`src/rtl/fetch_buffer_pkg.sv`:
```
// fetch_buffer_pkg: shared types and constants for the fetch buffer.
// Defines the dispatch packet, buffer entry and line geometry.
package fetch_buffer_pkg;

  localparam int XLEN = 32;
  localparam int FB_LINE_INSTS = 2;

  typedef struct packed {
    logic            valid;
    logic [31:0]     inst;
    logic [XLEN-1:0] npc;
    logic [XLEN-1:0] pc;
  } prefetch_packet_t;

  typedef struct packed {
    logic [31:0]     inst;
    logic [XLEN-1:0] pc;
  } fb_entry_t;

endpackage

```
`src/rtl/fetch_line_split.sv`:
```
// fetch_line_split: splits a 64-bit line into 0..2 buffer entries.
// Ports: fetch_pc, Imem2proc_data, fire in; enq_num, ent0, ent1 out.
module fetch_line_split
  import fetch_buffer_pkg::*;
(
  input  logic [XLEN-1:0] fetch_pc,
  input  logic [63:0]     Imem2proc_data,
  input  logic            fire,
  output logic [1:0]      enq_num,
  output fb_entry_t       ent0,
  output fb_entry_t       ent1
);

  logic [XLEN-1:0] aligned;

  assign aligned = {fetch_pc[XLEN-1:3], 3'b0};

  always_comb begin
    enq_num = '0;
    ent0    = '0;
    ent1    = '0;
    unique case (1'b1)
      fire && !fetch_pc[2]: begin
        enq_num   = 2'd2;
        ent0.inst = Imem2proc_data[31:0];
        ent0.pc   = aligned;
        ent1.inst = Imem2proc_data[63:32];
        ent1.pc   = aligned + XLEN'(4);
      end
      fire && fetch_pc[2]: begin
        enq_num   = 2'd1;
        ent0.inst = Imem2proc_data[63:32];
        ent0.pc   = fetch_pc;
      end
      default: ;
    endcase
  end

endmodule

```
`src/rtl/fetch_buffer.sv`:
```
// fetch_buffer: circular instruction buffer between imem and dispatch.
// Ports: clock, reset, flush/flush_pc, imem req/addr/valid/data,
// dispatch_cnt in, packet_out and count out.
// Macro FETCH_BUF_BYPASS_EN: present incoming line when buffer is empty.
module fetch_buffer
  import fetch_buffer_pkg::*;
#(
  parameter int DEPTH     = 8,
  parameter int OUT_WIDTH = 2
) (
  input  logic                           clock,
  input  logic                           reset,
  input  logic                           flush,
  input  logic [XLEN-1:0]                flush_pc,
  input  logic                           Imem2proc_valid,
  input  logic [63:0]                    Imem2proc_data,
  output logic                           proc2Imem_req,
  output logic [XLEN-1:0]                proc2Imem_addr,
  input  logic [$clog2(OUT_WIDTH+1)-1:0] dispatch_cnt,
  output prefetch_packet_t [OUT_WIDTH-1:0] packet_out,
  output logic [$clog2(DEPTH+1)-1:0]     count
);

  localparam int PW = $clog2(DEPTH);
  localparam int CW = $clog2(DEPTH+1);

  logic [XLEN-1:0] fetch_pc;
  logic [PW-1:0]   head;
  logic [PW-1:0]   tail;
  fb_entry_t       mem [DEPTH];

  logic            fire;
  logic [1:0]      enq_num;
  fb_entry_t       ent0;
  fb_entry_t       ent1;
  logic [CW-1:0]   avail;
  logic [CW-1:0]   deq;

  // Only registered count feeds the request, never dispatch_cnt.
  assign proc2Imem_req  = !reset && (count <= CW'(DEPTH-2));
  assign proc2Imem_addr = reset ? '0 : {fetch_pc[XLEN-1:3], 3'b0};
  assign fire = proc2Imem_req && Imem2proc_valid && !flush;

  fetch_line_split u_split (
    .fetch_pc       (fetch_pc),
    .Imem2proc_data (Imem2proc_data),
    .fire           (fire),
    .enq_num        (enq_num),
    .ent0           (ent0),
    .ent1           (ent1)
  );

  // Number of slots presented as valid this cycle.
  always_comb begin
    avail = '0;
    if (!reset && !flush) begin
      if (count >= CW'(OUT_WIDTH))
        avail = CW'(OUT_WIDTH);
      else
        avail = count;
`ifdef FETCH_BUF_BYPASS_EN
      if (count == '0 && fire)
        avail = (CW'(enq_num) > CW'(OUT_WIDTH))
              ? CW'(OUT_WIDTH) : CW'(enq_num);
`endif
    end
  end

  // Over-dispatch is clamped to what was actually presented.
  assign deq = (CW'(dispatch_cnt) > avail) ? avail : CW'(dispatch_cnt);

  for (genvar i = 0; i < OUT_WIDTH; i++) begin : g_slot
    logic [PW-1:0]    idx;
    fb_entry_t        src;
    prefetch_packet_t pkt;

    assign idx = head + PW'(i);
`ifdef FETCH_BUF_BYPASS_EN
    // With an empty buffer head==tail, so the line goes straight out.
    assign src = (count == '0) ? ((i == 0) ? ent0 : ent1) : mem[idx];
`else
    assign src = mem[idx];
`endif
    assign pkt.valid = 1'b1;
    assign pkt.inst  = src.inst;
    assign pkt.pc    = src.pc;
    assign pkt.npc   = src.pc + XLEN'(4);
    assign packet_out[i] = (CW'(i) < avail) ? pkt : '0;
  end

  always_ff @(posedge clock) begin
    if (reset || flush) begin
      head     <= '0;
      tail     <= '0;
      count    <= '0;
      fetch_pc <= reset ? '0 : flush_pc;
    end else begin
      head  <= head + PW'(deq);
      tail  <= tail + PW'(enq_num);
      count <= count - deq + CW'(enq_num);
      if (fire)
        fetch_pc <= {fetch_pc[XLEN-1:3], 3'b0} + XLEN'(8);
    end
  end

  // Bypassed entries are still written; head skips the consumed ones.
  always_ff @(posedge clock) begin
    if (enq_num != 2'd0)
      mem[tail] <= ent0;
    if (enq_num == 2'd2)
      mem[tail + PW'(1)] <= ent1;
  end

  always_ff @(posedge clock) begin
    if (!reset && !flush)
      assert (CW'(dispatch_cnt) <= avail)
        else $warning("fetch_buffer: dispatch_cnt exceeds valid slots");
  end

endmodule

```
`config.mk`:
```
export PLATFORM = sky130hd
export DESIGN_NAME = fetch_buffer
export DESIGN_NICKNAME = d
export VERILOG_FILES = /design/src/rtl/fetch_buffer_pkg.sv /design/src/rtl/fetch_line_split.sv /design/src/rtl/fetch_buffer.sv
export SDC_FILE = /design/constraint.sdc
export NUM_CORES = 1
export LEC_CHECK = 0
export CAP_MARGIN = 20
export CORE_UTILIZATION = 40
export DETAILED_ROUTE_END_ITERATION = 6
export GPL_TIMING_DRIVEN = 1
export MAX_ROUTING_LAYER = met4
export SLEW_MARGIN = 20
export SYNTH_ARGS = -nofsm -noshare
export SYNTH_HDL_FRONTEND = slang
export SYNTH_SLANG_ARGS = --single-unit
```
`constraint.sdc`:
```
create_clock -name clock -period 5 [get_ports clock]
set_clock_uncertainty 0.15 [all_clocks]
set_input_delay 0.5 -clock clock [delete_from_list [all_inputs] [get_ports clock]]
set_output_delay 0.5 -clock clock [all_outputs]
set_load 0.02 [all_outputs]
```
==> metrics.md <==
| Metric | Value |
|---|---|
| Met1 routing resource usage after global routing | `35.8%` |
| Hold Crit Depth | `4` |
| Share of the core filled with cells | `48.7%` |
| Length in cells of the worst reg-to-reg path | `8` |
| Buffers on Ports | `329` |
| Total power density per cell area | `308 mW/mm^2` |
| Final number of hold-violating endpoints | `0` |
| Final Max Tran Viols | `0` |
| Level count of the clock H-tree | `2` |
| Reg-to-reg critical path endpoint | `mem[3][57]` |
| Standard cell core area | `0.0825 mm^2` |
| Async S/R FF share, synth | `0%` |
| R2R Path Start | `count[0]` |
| Classification of the worst setup path | `reg2out` |
| Placer Congestion | `0.880` |
| Reg-to-reg setup timing slack | `1030 ps` |
| Worst-path clk slew | `60 ps` |
| Result of the run | `finished, final reports clean` |
| Cell accounting for the most synthesized area | `sky130_fd_sc_hd__edfxtp_1` |
| Global routing usage on met3 | `4.54%` |
| Sum of routed wire length over all layers | `119,000 um` |
| Final ANT Viol Nets | `0` |
| Cell chain of the critical path | `ha_4 > buf_6 > mux4_2 > nand2_1 > nand2_1 > ha_1 > a21boi_1 > buf_4 > nand3_1 > or3_1 > nand2_1 > clkdlybuf4s50_1` |
| RSZ-0062 raised after global routing | `false` |
| Routed wirelength normalized by instance count | `29.4 um` |
| Worst vdd rail ir drop | `0.237 mV` |
| Critical path launch point type | `flop` |
| Placed instance count | `3,887` |
| Worst Path Arrival | `4230 ps` |
| Total DRC errors in the routed layout | `0` |
| Busiest layer in global routing | `met2` |
| Critical-path maximum fanout | `28` |
| Max capacitance violation total | `0` |
| Total number of placement rows | `105` |
| Buffers from clock root to sink, at most | `3` |
| Total number of yosys warnings | `0` |
| Total Power | `0.0124 W` |
| Number of clock sinks seen by CTS | `554` |
| Number of clock buffers inserted by TritonCTS | `61` |
| Number of vias in the routed layout | `25,700` |
| Dominant register cell in the synthesized netlist | `sky130_fd_sc_hd__edfxtp_1` |
| Avg Vias per Cell | `6.37` |
| Starting DRC count in detailed routing | `3,023` |
| Area of the die | `0.0848 mm^2` |
| Highest-count cells in the layout ignoring fill and taps | `sky130_fd_sc_hd__edfxtp_1, sky130_fd_sc_hd__clkdlybuf4s50_1, sky130_fd_sc_hd__mux4_2` |
| Post-synthesis instance area | `0.0335 mm^2` |
| TritonRoute pass-1 iters | `7` |
| Number of instances in the synthesized netlist | `2,710` |
| Starting density of the core | `40.6%` |
| First-pass GRT wire length | `171,000 um` |
| Hpwl dp | `74,300 um` |
| Post-route fraction of the period consumed by the critical path | `97.6%` |
| Category of the worst setup path capture point | `output port` |
| Number of synthesized flops with an enable pin | `528` |
| Synthesis-to-finish area growth | `20.0%` |
| Nets | `3,018` |
| Clock root buffer master | `sky130_fd_sc_hd__clkbuf_16` |
| Achievable frequency | `0.205 GHz` |
| Setup Viol. Count Final | `0` |
| Final critical-path required period | `4880 ps` |
| CTS tree | `yes` |
| Final-layout worst hold slack | `282 ps` |
| Most common cell after layout, fill and taps aside | `sky130_fd_sc_hd__edfxtp_1` |
| Launching element of the worst setup path | `head[0]` |
| Gr usage total | `28.0%` |
| Boundary pin count | `333` |
| Class of the tightest hold or removal check | `in2reg` |
| Top area cells in the synthesized netlist | `sky130_fd_sc_hd__edfxtp_1, sky130_fd_sc_hd__mux4_2, sky130_fd_sc_hd__mux2i_1, sky130_fd_sc_hd__a22o_1, sky130_fd_sc_hd__clkbuf_1` |
| Maximum number of pins on one net before global-route repair | `196` |
| Critical-path cell with the highest stage delay | `sky130_fd_sc_hd__clkdlybuf4s50_1` |
| Leakage dissipation | `12.7 nW` |
| Register bit count reported by yosys | `554` |
| Die span in x | `291 um` |
| Transition time at the pin with the least slew margin | `1150 ps` |
| Fraction of post-synthesis cell area in the top cell type by area | `47.4%` |
| Height of the die | `291 um` |
| Antenna violations before repair | `9` |
| Count of non-filler cells in the finished layout | `4,028` |
| Share of cells above drive strength 1 | `18.4%` |
| Longest individual stage delay on the worst path | `610 ps` |
| Mean instance size in the synthesized netlist | `12.4 um^2` |
| Terminating pin of the worst hold path | `count[0]` |
| Number of global-route vias before repair | `25,600` |
| Number of distinct library cells after synthesis | `64` |
| Req. time, crit path | `4350 ps` |
| Beginning of the worst hold path | `reset` |
| Global-route met2 utilization | `45.5%` |
| Clk Latency, worst-skew pair | `640 ps` |
| Headroom to the max-slew limit | `23.0%` |
| Most used cell, CP | `sky130_fd_sc_hd__nand2_1` |
| Total gr overflow | `0` |
| Fraction of the yosys area taken by sequential cells | `48.9%` |
-- logic make-up (layout without fill, tap and decap cells) --
family | count (synthesis) | after routing | share of synthesized area [%]
simple gates | 834 | 834 | 12.5
compound gates | 507 | 507 | 10.8
buf+inv | 354 | 591 | 4.54
flops | 554 | 554 | 48.9
xor+xnor | 60 | 60 | 1.59
fa+ha+maj | 17 | 17 | 0.725
mux | 382 | 382 | 20.8
other cells | 2 | 13 | 0.0224
-- power by group --
| part | switching [W] | total (W) | internal (W) |
|---|---|---|---|
| Clock | 0.00189 | 0.00445 | 0.00256 |
| Sequential | 0.000132 | 0.00527 | 0.00514 |
| Combinational | 0.00153 | 0.00267 | 0.00115 |
-- synth_stat cells, drive strengths merged, types with 5 or more instances --
library cell / number
edfxtp: 528
mux4: 250
clkbuf: 235
nand2: 212
nor2: 200
nor2b: 138
and2: 132
a22o: 130
mux2i: 118
o22ai: 114
a22oi: 108
a21oi: 96
buf: 91
nand3: 34
xor2: 34
nor3: 33
nor4: 32
dfxtp: 26
inv: 26
xnor2: 26
a221oi: 22
nand4: 19
mux2: 14
ha: 13
o21ai: 10
o31a: 7
and3: 6
nand2b: 5
nand3b: 5
-- metal layers --
| metal | part of all wire (%) | vias up |
|---|---|---|
| met4 | 3.1 | 0 |
| met2 | 49 | 1490 |
| met5 | 0 | - |
| met1 | 39 | 13100 |
| met3 | 9.2 | 251 |
| li1 | - | 10900 |
-- worst max-delay path: cells and delay by family (launching register included) --
family                     cells  cell delay [ps]
AOI/OAI and AO/OA              1              200
adders and majority gates      2              640
buffers and inverters          3             1230
DFF                            1              380
muxes                          1              300
and+or+nand+nor                5              820
-- sequential cells by signal, summed over array words and instances, names as in the netlist --
| name | flops |
|---|---|
| fetch_pc | 32 |
| mem | 512 |
| count | 4 |
| head | 3 |
| tail | 3 |
-- per-stage QoR --
stage / area, um^2 / setup WS (ps) / setup TNS [ps]
floorplan: 33500 / 487 / 0
global placement: 37800 / 94.8 / 0
detailed placement: 37900 / -9.42 / -9.42
CTS: 40000 / 9.24 / 0
global route: 40200 / 12.0 / 0
finish: 40200 / 122 / 0
-- layout make-up --
cell class              count  area [um^2]
fillers                  7182        42300
diodes                      9         22.5
well taps                1070         1340
multi-input cells        1804        15900
clock buffers              86         1700
flip-flops and latches    554        16400
inverters                  28          120
clock inverters            27          231
repair buffers            450         4520
-- worst max path at each step --
stage                 endpoint  slack, ps  cells past startpoint
2_1_floorplan       mem[7][10]        490                      8
3_3_place_gp    packet_out[52]         90                     12
3_5_place_dp    packet_out[58]         -9                     12
4_1_cts        packet_out[152]          9                      9
5_1_grt        packet_out[156]         10                     10
6_report       packet_out[145]        120                     12
-- repair_timing --
| item | CTS | global route |
|---|---|---|
| gates resized for setup | 14 | 11 |
| setup buffers | 10 | 6 |
| hold buffers | 0 | 0 |
| pin swaps | 4 | 0 |
| endpoints found under the setup margin | 35 | 20 |
| gates cloned | 2 | 1 |
(Power assumes the default switching activity.)
